==> src/rtl/mdio_pkg.sv <==
// Shared definitions for the MDIO request arbiter: FSM states, MDIO field
// widths and the default response timeout.
package mdio_pkg;

  localparam int MDIO_ADDR_W = 5;
  localparam int MDIO_DATA_W = 16;

  localparam logic [15:0] TIMEOUT_DEFAULT = 16'd4096;

  typedef enum logic [1:0] {
    ST_IDLE  = 2'd0,
    ST_ISSUE = 2'd1,
    ST_WAIT  = 2'd2,
    ST_RESP  = 2'd3
  } state_e;

  // Width of a requester index; a single requester still needs one bit.
  function automatic int idx_width(input int n);
    return (n > 1) ? $clog2(n) : 1;
  endfunction

endpackage

==> src/rtl/rr_arbiter.sv <==
// Round-robin grant selection: searches from last_grant+1 (mod NUM_REQ)
// and returns the first requesting index as one-hot and binary.
module rr_arbiter
  import mdio_pkg::*;
#(
  parameter int NUM_REQ = 3,
  parameter int IDX_W   = idx_width(NUM_REQ)
) (
  input  logic [NUM_REQ-1:0] req_i,
  input  logic [IDX_W-1:0]   last_grant_i,
  output logic [NUM_REQ-1:0] grant_o,
  output logic [IDX_W-1:0]   grant_idx_o
);

  int  j;
  logic found;

  always_comb begin
    grant_o     = '0;
    grant_idx_o = '0;
    found       = 1'b0;
    j           = 0;
    for (int k = 1; k <= NUM_REQ; k++) begin
      j = int'(last_grant_i) + k;
      if (j >= NUM_REQ) j = j - NUM_REQ;
      if (!found && req_i[j[IDX_W-1:0]]) begin
        found                      = 1'b1;
        grant_o[j[IDX_W-1:0]]      = 1'b1;
        grant_idx_o                = j[IDX_W-1:0];
      end
    end
  end

endmodule

==> src/rtl/mdio_arb.sv <==
// Shares one MDIO driver between NUM_REQ clients. A client holds req_valid
// until it sees the one-cycle req_ready pulse; rsp_done later pulses once.
module mdio_arb
  import mdio_pkg::*;
#(
  parameter int          NUM_REQ = 3,
  parameter logic [15:0] TIMEOUT = TIMEOUT_DEFAULT
) (
  input  logic                           clk,
  input  logic                           rst,
  input  logic [NUM_REQ-1:0]             req_valid,
  input  logic [NUM_REQ-1:0]             req_rh_wl,
  input  logic [MDIO_ADDR_W*NUM_REQ-1:0] req_addr,
  input  logic [MDIO_DATA_W*NUM_REQ-1:0] req_wr_data,
  output logic [NUM_REQ-1:0]             req_ready,
  output logic [NUM_REQ-1:0]             rsp_done,
  output logic [MDIO_DATA_W-1:0]         rsp_rd_data,
  output logic                           rsp_rd_ack,
  output logic                           rsp_timeout,
  output logic                           op_exec,
  output logic                           op_rh_wl,
  output logic [MDIO_ADDR_W-1:0]         op_addr,
  output logic [MDIO_DATA_W-1:0]         op_wr_data,
  input  logic                           op_done,
  input  logic [MDIO_DATA_W-1:0]         op_rd_data,
  input  logic                           op_rd_ack,
  output state_e                         dbg_state
);

  localparam int IDX_W = idx_width(NUM_REQ);

  state_e                   state_q, state_d;
  logic [IDX_W-1:0]         last_grant_q, last_grant_d;
  logic [IDX_W-1:0]         gidx_q, gidx_d;
  logic [NUM_REQ-1:0]       gnt_q, gnt_d;
  logic [15:0]              cnt_q, cnt_d;
  logic [NUM_REQ-1:0]       req_ready_q, req_ready_d;
  logic [NUM_REQ-1:0]       rsp_done_q, rsp_done_d;
  logic [MDIO_DATA_W-1:0]   rsp_rd_data_q, rsp_rd_data_d;
  logic                     rsp_rd_ack_q, rsp_rd_ack_d;
  logic                     rsp_timeout_q, rsp_timeout_d;
  logic                     op_exec_q, op_exec_d;
  logic                     op_rh_wl_q, op_rh_wl_d;
  logic [MDIO_ADDR_W-1:0]   op_addr_q, op_addr_d;
  logic [MDIO_DATA_W-1:0]   op_wr_data_q, op_wr_data_d;

  logic [NUM_REQ-1:0]       arb_grant;
  logic [IDX_W-1:0]         arb_idx;
  logic [MDIO_ADDR_W-1:0]   addr_arr  [NUM_REQ];
  logic [MDIO_DATA_W-1:0]   wdata_arr [NUM_REQ];

  for (genvar i = 0; i < NUM_REQ; i++) begin : g_unpack
    assign addr_arr[i]  = req_addr[i*MDIO_ADDR_W +: MDIO_ADDR_W];
    assign wdata_arr[i] = req_wr_data[i*MDIO_DATA_W +: MDIO_DATA_W];
  end

  rr_arbiter #(
    .NUM_REQ (NUM_REQ),
    .IDX_W   (IDX_W)
  ) u_rr_arbiter (
    .req_i        (req_valid),
    .last_grant_i (last_grant_q),
    .grant_o      (arb_grant),
    .grant_idx_o  (arb_idx)
  );

  always_comb begin
    state_d       = state_q;
    last_grant_d  = last_grant_q;
    gidx_d        = gidx_q;
    gnt_d         = gnt_q;
    cnt_d         = cnt_q;
    req_ready_d   = '0;
    rsp_done_d    = '0;
    rsp_rd_data_d = rsp_rd_data_q;
    rsp_rd_ack_d  = rsp_rd_ack_q;
    rsp_timeout_d = rsp_timeout_q;
    op_exec_d     = 1'b0;
    op_rh_wl_d    = op_rh_wl_q;
    op_addr_d     = op_addr_q;
    op_wr_data_d  = op_wr_data_q;

    unique case (state_q)
      ST_IDLE: begin
        if (|arb_grant) begin
          req_ready_d  = arb_grant;
          gnt_d        = arb_grant;
          gidx_d       = arb_idx;
          op_rh_wl_d   = req_rh_wl[arb_idx];
          op_addr_d    = addr_arr[arb_idx];
          op_wr_data_d = wdata_arr[arb_idx];
          state_d      = ST_ISSUE;
        end
      end
      ST_ISSUE: begin
        op_exec_d = 1'b1;
        cnt_d     = '0;
        state_d   = ST_WAIT;
      end
      ST_WAIT: begin
        // A done arriving in the expiry cycle still returns the PHY's answer.
        if (op_done) begin
          rsp_done_d    = gnt_q;
          rsp_rd_data_d = op_rd_data;
          rsp_rd_ack_d  = op_rd_ack;
          rsp_timeout_d = 1'b0;
          state_d       = ST_RESP;
        end else if (cnt_q == TIMEOUT - 16'd1) begin
          rsp_done_d    = gnt_q;
          rsp_rd_data_d = '0;
          rsp_rd_ack_d  = 1'b1;
          rsp_timeout_d = 1'b1;
          state_d       = ST_RESP;
        end else if (cnt_q != 16'hFFFF) begin
          cnt_d = cnt_q + 16'd1;
        end
      end
      ST_RESP: begin
        last_grant_d  = gidx_q;
        rsp_rd_data_d = '0;
        rsp_rd_ack_d  = 1'b0;
        rsp_timeout_d = 1'b0;
        op_rh_wl_d    = 1'b0;
        op_addr_d     = '0;
        op_wr_data_d  = '0;
        state_d       = ST_IDLE;
      end
      default: state_d = ST_IDLE;
    endcase
  end

  always_ff @(posedge clk or posedge rst) begin
    if (rst) begin
      state_q       <= ST_IDLE;
      last_grant_q  <= IDX_W'(NUM_REQ - 1);
      gidx_q        <= '0;
      gnt_q         <= '0;
      cnt_q         <= '0;
      req_ready_q   <= '0;
      rsp_done_q    <= '0;
      rsp_rd_data_q <= '0;
      rsp_rd_ack_q  <= 1'b0;
      rsp_timeout_q <= 1'b0;
      op_exec_q     <= 1'b0;
      op_rh_wl_q    <= 1'b0;
      op_addr_q     <= '0;
      op_wr_data_q  <= '0;
    end else begin
      state_q       <= state_d;
      last_grant_q  <= last_grant_d;
      gidx_q        <= gidx_d;
      gnt_q         <= gnt_d;
      cnt_q         <= cnt_d;
      req_ready_q   <= req_ready_d;
      rsp_done_q    <= rsp_done_d;
      rsp_rd_data_q <= rsp_rd_data_d;
      rsp_rd_ack_q  <= rsp_rd_ack_d;
      rsp_timeout_q <= rsp_timeout_d;
      op_exec_q     <= op_exec_d;
      op_rh_wl_q    <= op_rh_wl_d;
      op_addr_q     <= op_addr_d;
      op_wr_data_q  <= op_wr_data_d;
    end
  end

  assign req_ready   = req_ready_q;
  assign rsp_done    = rsp_done_q;
  assign rsp_rd_data = rsp_rd_data_q;
  assign rsp_rd_ack  = rsp_rd_ack_q;
  assign rsp_timeout = rsp_timeout_q;
  assign op_exec     = op_exec_q;
  assign op_rh_wl    = op_rh_wl_q;
  assign op_addr     = op_addr_q;
  assign op_wr_data  = op_wr_data_q;
  assign dbg_state   = state_q;

endmodule

==> config.mk <==
export PLATFORM = sky130hd
export DESIGN_NAME = mdio_arb
export DESIGN_NICKNAME = d
export VERILOG_FILES = /design/src/rtl/mdio_pkg.sv /design/src/rtl/rr_arbiter.sv /design/src/rtl/mdio_arb.sv
export SDC_FILE = /design/constraint.sdc
export NUM_CORES = 1
export LEC_CHECK = 0
export ABC_CLOCK_PERIOD_IN_PS = 3070
export CAP_MARGIN = 25
export CELL_PAD_IN_SITES_DETAIL_PLACEMENT = 2
export CELL_PAD_IN_SITES_GLOBAL_PLACEMENT = 2
export CORE_MARGIN = 2
export CORE_UTILIZATION = 27
export CTS_BUF_LIST = sky130_fd_sc_hd__clkbuf_8
export CTS_CLUSTER_SIZE = 30
export DETAILED_ROUTE_END_ITERATION = 12
export PLACE_DENSITY_LB_ADDON = 0.1
export SLEW_MARGIN = 15
export SYNTH_ARGS = -nofsm -noshare
export SYNTH_HDL_FRONTEND = slang
export SYNTH_SLANG_ARGS = --single-unit
==> constraint.sdc <==
create_clock -name clk -period 3.07 [get_ports clk]
set_input_delay 0.4605 -clock clk [delete_from_list [all_inputs] [get_ports clk]]
set_output_delay 0.4605 -clock clk [all_outputs]
set_load 0.03 [all_outputs]
Yosys cells after proc, flatten, opt, wreduce, memory -nomap -nowiden
Index checks and enable logic that the tools add are counted.
{"block": "op_classes", "add_sub_neg": 7, "order_cmp": 11, "eq_ne": 10, "muxes": 59, "bitwise_logic": 3, "reduce_logical": 17}
{"op": "2-to-1 mux 16 bit", "n": 8}
{"op": "case mux 16 bit (2 select lines)", "n": 3}
{"op": "binary-select mux 16 bit (select 2 bit)", "n": 1}
{"op": "2-to-1 mux 3 bit", "n": 8}
{"op": "2-to-1 mux 2 bit", "n": 9}
{"op": "adder 16 x 1 -> 16 bit, second input constant", "n": 1}
{"op": "equality test 16 x 12 -> 1 bit, second input constant", "n": 1}
{"op": "!= test 16 bit, second input constant", "n": 1}
{"op": "2-to-1 mux 5 bit", "n": 3}
{"op": "2-to-1 mux 1 bit", "n": 14}
{"op": "< comparator 2 x 3 -> 1 bit, second input constant", "n": 4}
{"op": "binary-select mux 5 bit (select 2 bit)", "n": 1}
{"op": "case mux 5 bit (2 select lines)", "n": 1}
{"op": "greater-or-equal comparator 3 x 2 -> 1 bit, second input constant", "n": 3}
{"op": "binary-select mux 1 bit (select 2 bit)", "n": 4}
{"op": "!= test 2 bit, second input constant", "n": 4}
{"op": "case mux 2 bit (4 select lines)", "n": 1}
{"op": "AND reduction 2 bit", "n": 4}
{"op": "adder 2 x 2 -> 3 bit, second input constant", "n": 2}
{"op": "demux 1 bit (select 2 bit)", "n": 3}
{"op": "greater-or-equal comparator 2 x 1 -> 1 bit, second input constant", "n": 3}
{"op": "bitwise OR 3 bit", "n": 2}
{"op": "case mux 1 bit (2 select lines)", "n": 3}
{"op": "nonzero test 2 bit", "n": 3}
{"op": "other kinds (12)", "n": 20}
{"block": "totals", "reg_bits": 72, "in_bits": 89, "out_inout_bits": 49, "word_cells": 121}

Depth between registers and ports, before layout
{"block": "logic_depth", "word_depth": 18, "depth_mapped": 12, "depth_no_buf": 8}

By module
Synthesis repeated with hierarchy kept, for this count alone.
{"block": "unflattened", "hier_cells": 411, "hier_area_um2": 4160.2}
{"mod": "mdio_arb", "instances": 1, "cells_each": 369, "area_per_inst_um2": 3858.7, "seq_area_each_um2": 1803.0}
{"mod": "rr_arbiter", "instances": 1, "cells_each": 42, "area_per_inst_um2": 301.5, "seq_area_each_um2": 0.0}

Worst setup path before layout
OpenSTA, ideal clock, no wires.
{"block": "synth_timing", "path_kind": "register -> register", "start": "reg last_grant_q[0]", "end": "reg gidx_q[0]", "setup_time_ns": 0.125, "arrival_ns": 2.679, "t_required_ns": 2.945, "slack_ns": 0.266, "path_stages_with_launch": 11, "path_buffers": 2, "period_less_slack_ns": 2.804, "path_cell_list": "dfrtp_1 -> buf_2 -> inv_1 -> ha_1 -> buf_2 -> and4b_1 -> o21a_1 -> o311a_4 -> a2111oi_4 -> a21oi_1 -> mux2_2"}
{"block": "synth_via", "elab_chain_len": 14, "elab_cells_between_ends": 49, "cone_classes": "6 x add/sub; 9 x order compare; 23 x mux; 2 x bitwise; 9 x reduce/logical"}
{"element": "from (decl)", "line_no": "mdio_arb.sv:33", "rtl": "logic [IDX_W-1:0] last_grant_q, last_grant_d;"}
{"element": "from (signal assigned)", "line_no": "mdio_arb.sv:135", "rtl": "last_grant_q <= IDX_W'(NUM_REQ - 1);"}
{"element": "from (signal assigned)", "line_no": "mdio_arb.sv:150", "rtl": "last_grant_q <= last_grant_d;"}
{"element": "adder 2 x 1 -> 3 bit", "line_no": "rr_arbiter.sv:24", "rtl": "j = int'(last_grant_i) + k;"}
{"element": "greater-or-equal comparator 3 x 2 -> 1 bit / subtractor 2 x 1 -> 2 bit (equally long branches)", "line_no": "rr_arbiter.sv:25", "rtl": "if (j >= NUM_REQ) j = j - NUM_REQ;"}
{"element": "2-to-1 mux 2 bit", "line_no": "rr_arbiter.sv:25"}
{"element": "< comparator 2 x 3 -> 1 bit (implied by the code) (tied with other cells)", "line_no": "rr_arbiter.sv:28", "rtl": "grant_o[j[IDX_W-1:0]] = 1'b1;"}
{"element": "logical AND 1 bit (implied by the code) / 2-to-1 mux 1 bit (equally long branches)", "line_no": "rr_arbiter.sv:28, rr_arbiter.sv:26"}
{"element": "2-to-1 mux 1 bit (on tied branches)", "line_no": "rr_arbiter.sv:28, rr_arbiter.sv:26"}
{"element": "demux 1 bit (select 2 bit) / zero test 1 bit (equally long branches)"}
{"element": "2-to-1 mux 3 bit / logical AND 1 bit (equally long branches)", "line_no": "rr_arbiter.sv:26", "rtl": "if (!found && req_i[j[IDX_W-1:0]]) begin"}
{"element": "bitwise OR 3 bit (no source line) / 2-to-1 mux 1 bit (equally long branches)"}
{"element": "2-to-1 mux 3 bit / zero test 1 bit (equally long branches)", "line_no": "rr_arbiter.sv:26"}
{"element": "bitwise OR 3 bit (no source line) / logical AND 1 bit (equally long branches)"}
{"element": "2-to-1 mux 3 bit", "line_no": "rr_arbiter.sv:26"}
{"element": "OR reduction 3 bit", "line_no": "mdio_arb.sv:85", "rtl": "if (|arb_grant) begin"}
{"element": "AND reduction 2 bit (no source line)"}
{"element": "to (signal assigned)", "line_no": "mdio_arb.sv:151", "rtl": "gidx_q <= gidx_d;"}
{"element": "to (decl)", "line_no": "mdio_arb.sv:34", "rtl": "logic [IDX_W-1:0] gidx_q, gidx_d;"}
Parallel ways exist; a longest one is shown, timed or not. The select of a mux whose other input is x is not followed.
A chain may end at the register's enable or synchronous reset.

Worst setup path in the final report
{"block": "layout_timing", "start": "reg last_grant_q[1]", "end": "reg op_wr_data_q[5] (netlist: op_wr_data[5])"}
{"block": "layout_via", "elab_chain_len": 18, "elab_cells_between_ends": 56, "cone_classes": "6 x add/sub; 9 x order compare; 1 x eq/ne; 28 x mux; 3 x bitwise; 9 x reduce/logical"}
{"element": "adder 2 x 1 -> 3 bit", "line_no": "rr_arbiter.sv:24"}
{"element": "greater-or-equal comparator 3 x 2 -> 1 bit / subtractor 2 x 1 -> 2 bit (equally long branches)", "line_no": "rr_arbiter.sv:25"}
{"element": "2-to-1 mux 2 bit", "line_no": "rr_arbiter.sv:25"}
{"element": "binary-select mux 1 bit (select 2 bit)", "line_no": "rr_arbiter.sv:26"}
{"element": "2-to-1 mux 1 bit (implied by the code)", "line_no": "rr_arbiter.sv:26"}
{"element": "2-to-1 mux 1 bit", "line_no": "rr_arbiter.sv:26"}
{"element": "zero test 1 bit", "line_no": "rr_arbiter.sv:26"}
{"element": "logical AND 1 bit", "line_no": "rr_arbiter.sv:26"}
{"element": "2-to-1 mux 1 bit", "line_no": "rr_arbiter.sv:26"}
{"element": "zero test 1 bit", "line_no": "rr_arbiter.sv:26"}
{"element": "logical AND 1 bit", "line_no": "rr_arbiter.sv:26"}
{"element": "2-to-1 mux 2 bit", "line_no": "rr_arbiter.sv:26"}
{"element": "inverter 2 -> 3 bit (implied by the code)", "line_no": "mdio_arb.sv:91", "rtl": "op_wr_data_d = wdata_arr[arb_idx];"}
{"element": "binary-select mux 16 bit (select 2 bit)", "line_no": "mdio_arb.sv:91"}
{"element": "2-to-1 mux 16 bit (implied by the code) (2 in a row)", "line_no": "mdio_arb.sv:91"}
{"element": "2-to-1 mux 16 bit", "line_no": "mdio_arb.sv:85"}
{"element": "case mux 16 bit (2 select lines)", "line_no": "mdio_arb.sv:83", "rtl": "unique case (state_q)"}
{"element": "to (signal assigned)", "line_no": "mdio_arb.sv:162", "rtl": "op_wr_data_q <= op_wr_data_d;"}
{"element": "to (decl)", "line_no": "mdio_arb.sv:45", "rtl": "logic [MDIO_DATA_W-1:0] op_wr_data_q, op_wr_data_d;"}
Parallel ways exist; a longest one is shown, timed or not. The select of a mux whose other input is x is not followed.

==> flow_summary.ini <==
[cells_and_area]
area_delta_synth_final_pct = 48.5
seqCellArea_mm2 = 0.00180
multi_input_area_mm2 = 0.00200
fin_util_pct = 41.2
layout-drive-gt1-share_pct = 9.56
nets = 702
n_fill_cell = 1614

[worst_setup_path]
crit_path_cell_trace = inv_1, ha_2, and4b_1, o21a_1, o311a_4, a2111oi_4, buf_4, a31oi_2, buf_12, o32ai_1
cp.arrival_ns = 3.16
required_ns = 3.32
slowest_stage = dfstp_2
critical_path.max_stage_delay_ns = 0.55
worstPathMaxFanout = 22
critPathCaptureType = flop
cp-start-kind = flop
criticalPathCategory = reg2reg

[synthesis]
synth_compound_area_share_pct = 18.4
synth_fp_nets = 565
synthSimpleGateAreaFrac_pct = 21.4
synth_area_leaders = dfrtp_1 44%, o21ai_0 5.6%, o32ai_1 5.0%
synth_top_area_share_pct = 43.9
synthArstFlopShare_pct = 100
synthAdderAreaFrac_pct = 3.40
synth-main-ff-cell = dfrtp_1
synth-edff-count = 0
syn_area_per_cell_um2 = 8.71
muxShareOfSynthArea_pct = 2.16
syn-cell-area_mm2 = 0.00405
synth_cells = 465
yosys.area.top_type = dfrtp_1
synth_top_family_by_area = simple AND/OR/NAND/NOR gates
ys_types = 51
ys_seq_area_share_pct = 44.5
ys_warn_count = 0
ys_ff_latch = 72
synth-xor-area-share_pct = 3.03

[sta]
worstMarginPinSlew_ns = 0.795
skew_ns = 0.00705
fin_crit_sh_pct = 94.9
layout_min_cycle_time_ns = 2.91
slew_headroom_pct = 46.9
setup_slack_ns = 0.157
setup_viol = 0
hold_violations = 0
slew_violations = 0
hold_ws_ns = 0.484
rsz0062_at_grt = no
fmax_ghz = 0.343

[clock_tree]
cts_tree = built
path_clk_slew_ns = 0.08
root_buffer = clkbuf_8
htreeDepth = 3
cts_buffer_depth = 2
clk_latency_ns = 0.35
numCtsBuffers = 9
cts.sinks = 72

[die]
rows = 44
core_mm2 = 0.0146
die_x_um = 126
die_area_mm2 = 0.0160
dieHeight_um = 126
io_pins = 138
initial_core_util_pct = 27.8

[grt]
grt_pass1_wl_um = 23500
grt_pass1_vias = 4467
grt-ovfl-total = 0
grt_max_degree = 46
antenna_found_initial = 1
grtUsageTotal_pct = 18.5

[routing]
dr.first_iter.drc_count = 182
viasPerCell = 5.00
dr.pass1.iters = 4
ant_nets = 0
vias = 3962
drc = 0
wirelength_um = 14500
wl_per_cell_um = 18.3

[outcome]
status = finished clean

[placed_design]
port_buffers = 137
dp_hpwl_um = 10700
dp_worst_setup_slack_ns = -0.172
gp_congestion = 0.803

[pwr]
pwr-share-seq_pct = 25.6
finalPower_w = 0.00553
power.leakage_nw = 2.51
switching_power_w = 0.00244
internal_power_w = 0.00309
power_frac_clock_pct = 15.9
p_per_area_mw_per_mm2 = 919
pwr-share-comb_pct = 58.5
swShare_pct = 44.1
peakVddDrop_v = 0.000386

[hold_path]
min_path_type = reg2reg

[job]
cap_violations = 0
==> registers in the layout, indices dropped and copies added, names as in the netlist, 2 cells and up <==
register      cells
cnt_q            16
rsp_rd_data      16
gidx_q            2
op_wr_data       16
op_addr           5
dbg_state         2
req_ready         3
last_grant_q      2
rsp_done          3
gnt_q             3
==> metrics by stage <==
stage | instances | TNS, ns | cell area, um^2
2_1_floorplan | 465 | 0 | 4050
3_3_place_gp | 773 | 0 | 5750
3_5_place_dp | 774 | -2.79 | 5760
4_1_cts | 790 | 0 | 6000
5_1_grt | 792 | 0 | 6010
6_report | 792 | 0 | 6010
==> cell usage in the layout (no fill, tap or decap), drive strengths merged, types with 2 or more instances in the layout <==
master / Yosys / final
mux2i: 5 / 5
nor2: 46 / 46
clkdlybuf4s50: 0 / 137
nor2b: 4 / 4
o21ai: 49 / 49
buf: 11 / 21
nor4: 4 / 4
a2111oi: 2 / 2
a31oi: 4 / 4
mux2: 3 / 3
inv: 40 / 40
o22ai: 2 / 2
a21oi: 9 / 9
nor3: 3 / 3
bufinv: 0 / 2
dfrtp: 71 / 71
a211oi: 5 / 5
xor2: 5 / 5
xnor2: 9 / 9
nand4: 5 / 5
and2: 4 / 4
nand2: 48 / 48
ha: 11 / 11
o21a: 4 / 4
and3: 24 / 24
clkbuf: 21 / 11
clkinv: 0 / 3
nand2b: 2 / 2
nand3: 33 / 33
o32ai: 23 / 23
==> area by class of cell <==
type	instances	share of cell area, %
clock inverters	5	1.31
diodes	1	0.0416
multi-input cells	321	33.3
well taps	184	3.83
repair buffers	158	26.5
inverters	40	2.50
clock buffers	11	2.52
flip-flops and latches	72	30.0
==> power groups by stage <==
stage	combinational, W	sequential (W)	clock [W]
after floorplan	0.00151	0.00184	0
after global placement	0.00315	0.00142	0
after detailed placement	0.00326	0.00144	0
final	0.00323	0.00142	0.000878
after CTS	0.00328	0.00142	0.000904
after global routing	0.00356	0.00146	0.000939
==> synthesized netlist by cell type (8+ instances only) <==
cell,n
a21oi_1,8
and3_1,23
buf_2,11
clkbuf_1,21
dfrtp_1,71
ha_1,11
inv_1,40
nand2_1,48
nand3_1,33
nor2_1,46
o21ai_0,45
o32ai_1,23
xnor2_1,9
==> routing by layer <==
metal / share of wire [%] / routed length, um / track usage [%] / vias up
met4: 2.0 / 297 / 6.66 / 0
met5: 0 / 0 / 0 / -
li1: - / - / - / 1892
met3: 4.7 / 680 / 3.75 / 14
met2: 52 / 7580 / 33.4 / 88
met1: 41 / 5940 / 21.7 / 1968
==> path summary, 6_finish.rpt <==
check,from,endpoint,slack [ns],cells after the start
setup / recovery,last_grant_q[1]$_DFFE_PP1P_,op_wr_data[5]$_DFFE_PP0P_,0.16,10
hold / removal,gnt_q[0]$_DFFE_PP0P_,rsp_done[0]$_DFF_PP0_,0.48,1
setup reg to reg,last_grant_q[1]$_DFFE_PP1P_,op_wr_data[5]$_DFFE_PP0P_,0.16,10
hold reg to reg,gnt_q[0]$_DFFE_PP0P_,rsp_done[0]$_DFF_PP0_,0.48,1
max in group asynchronous,rst,op_wr_data[8]$_DFFE_PP0P_,1.80,3
min in group asynchronous,rst,cnt_q[5]$_DFFE_PP0P_,0.58,2
==> cells by family after synthesis <==
| group | Yosys count |
|---|---|
| adder cells (fa/ha/maj) | 11 |
| multiplexers | 8 |
| flip-flops | 72 |
| AND/OR/NAND/NOR | 179 |
| buffers and inverters | 72 |
| XOR/XNOR | 14 |
| AO/OA/AOI/OAI | 109 |
==> critical path: cells and delay by family (launching register included) <==
family	cells	cell delay [ns]
AOI/OAI and AO/OA	5	1.22
adders and majority gates	1	0.35
and+or+nand+nor	1	0.24
DFF	1	0.55
buffers and inverters	3	0.43
==> repair_timing <==
action	CTS	global route
buffers inserted	0	1
hold buffers	0	0
resized for setup	2	3
setup endpoints to repair	22	28
No activity file was read; power rests on OpenSTA's default activity.
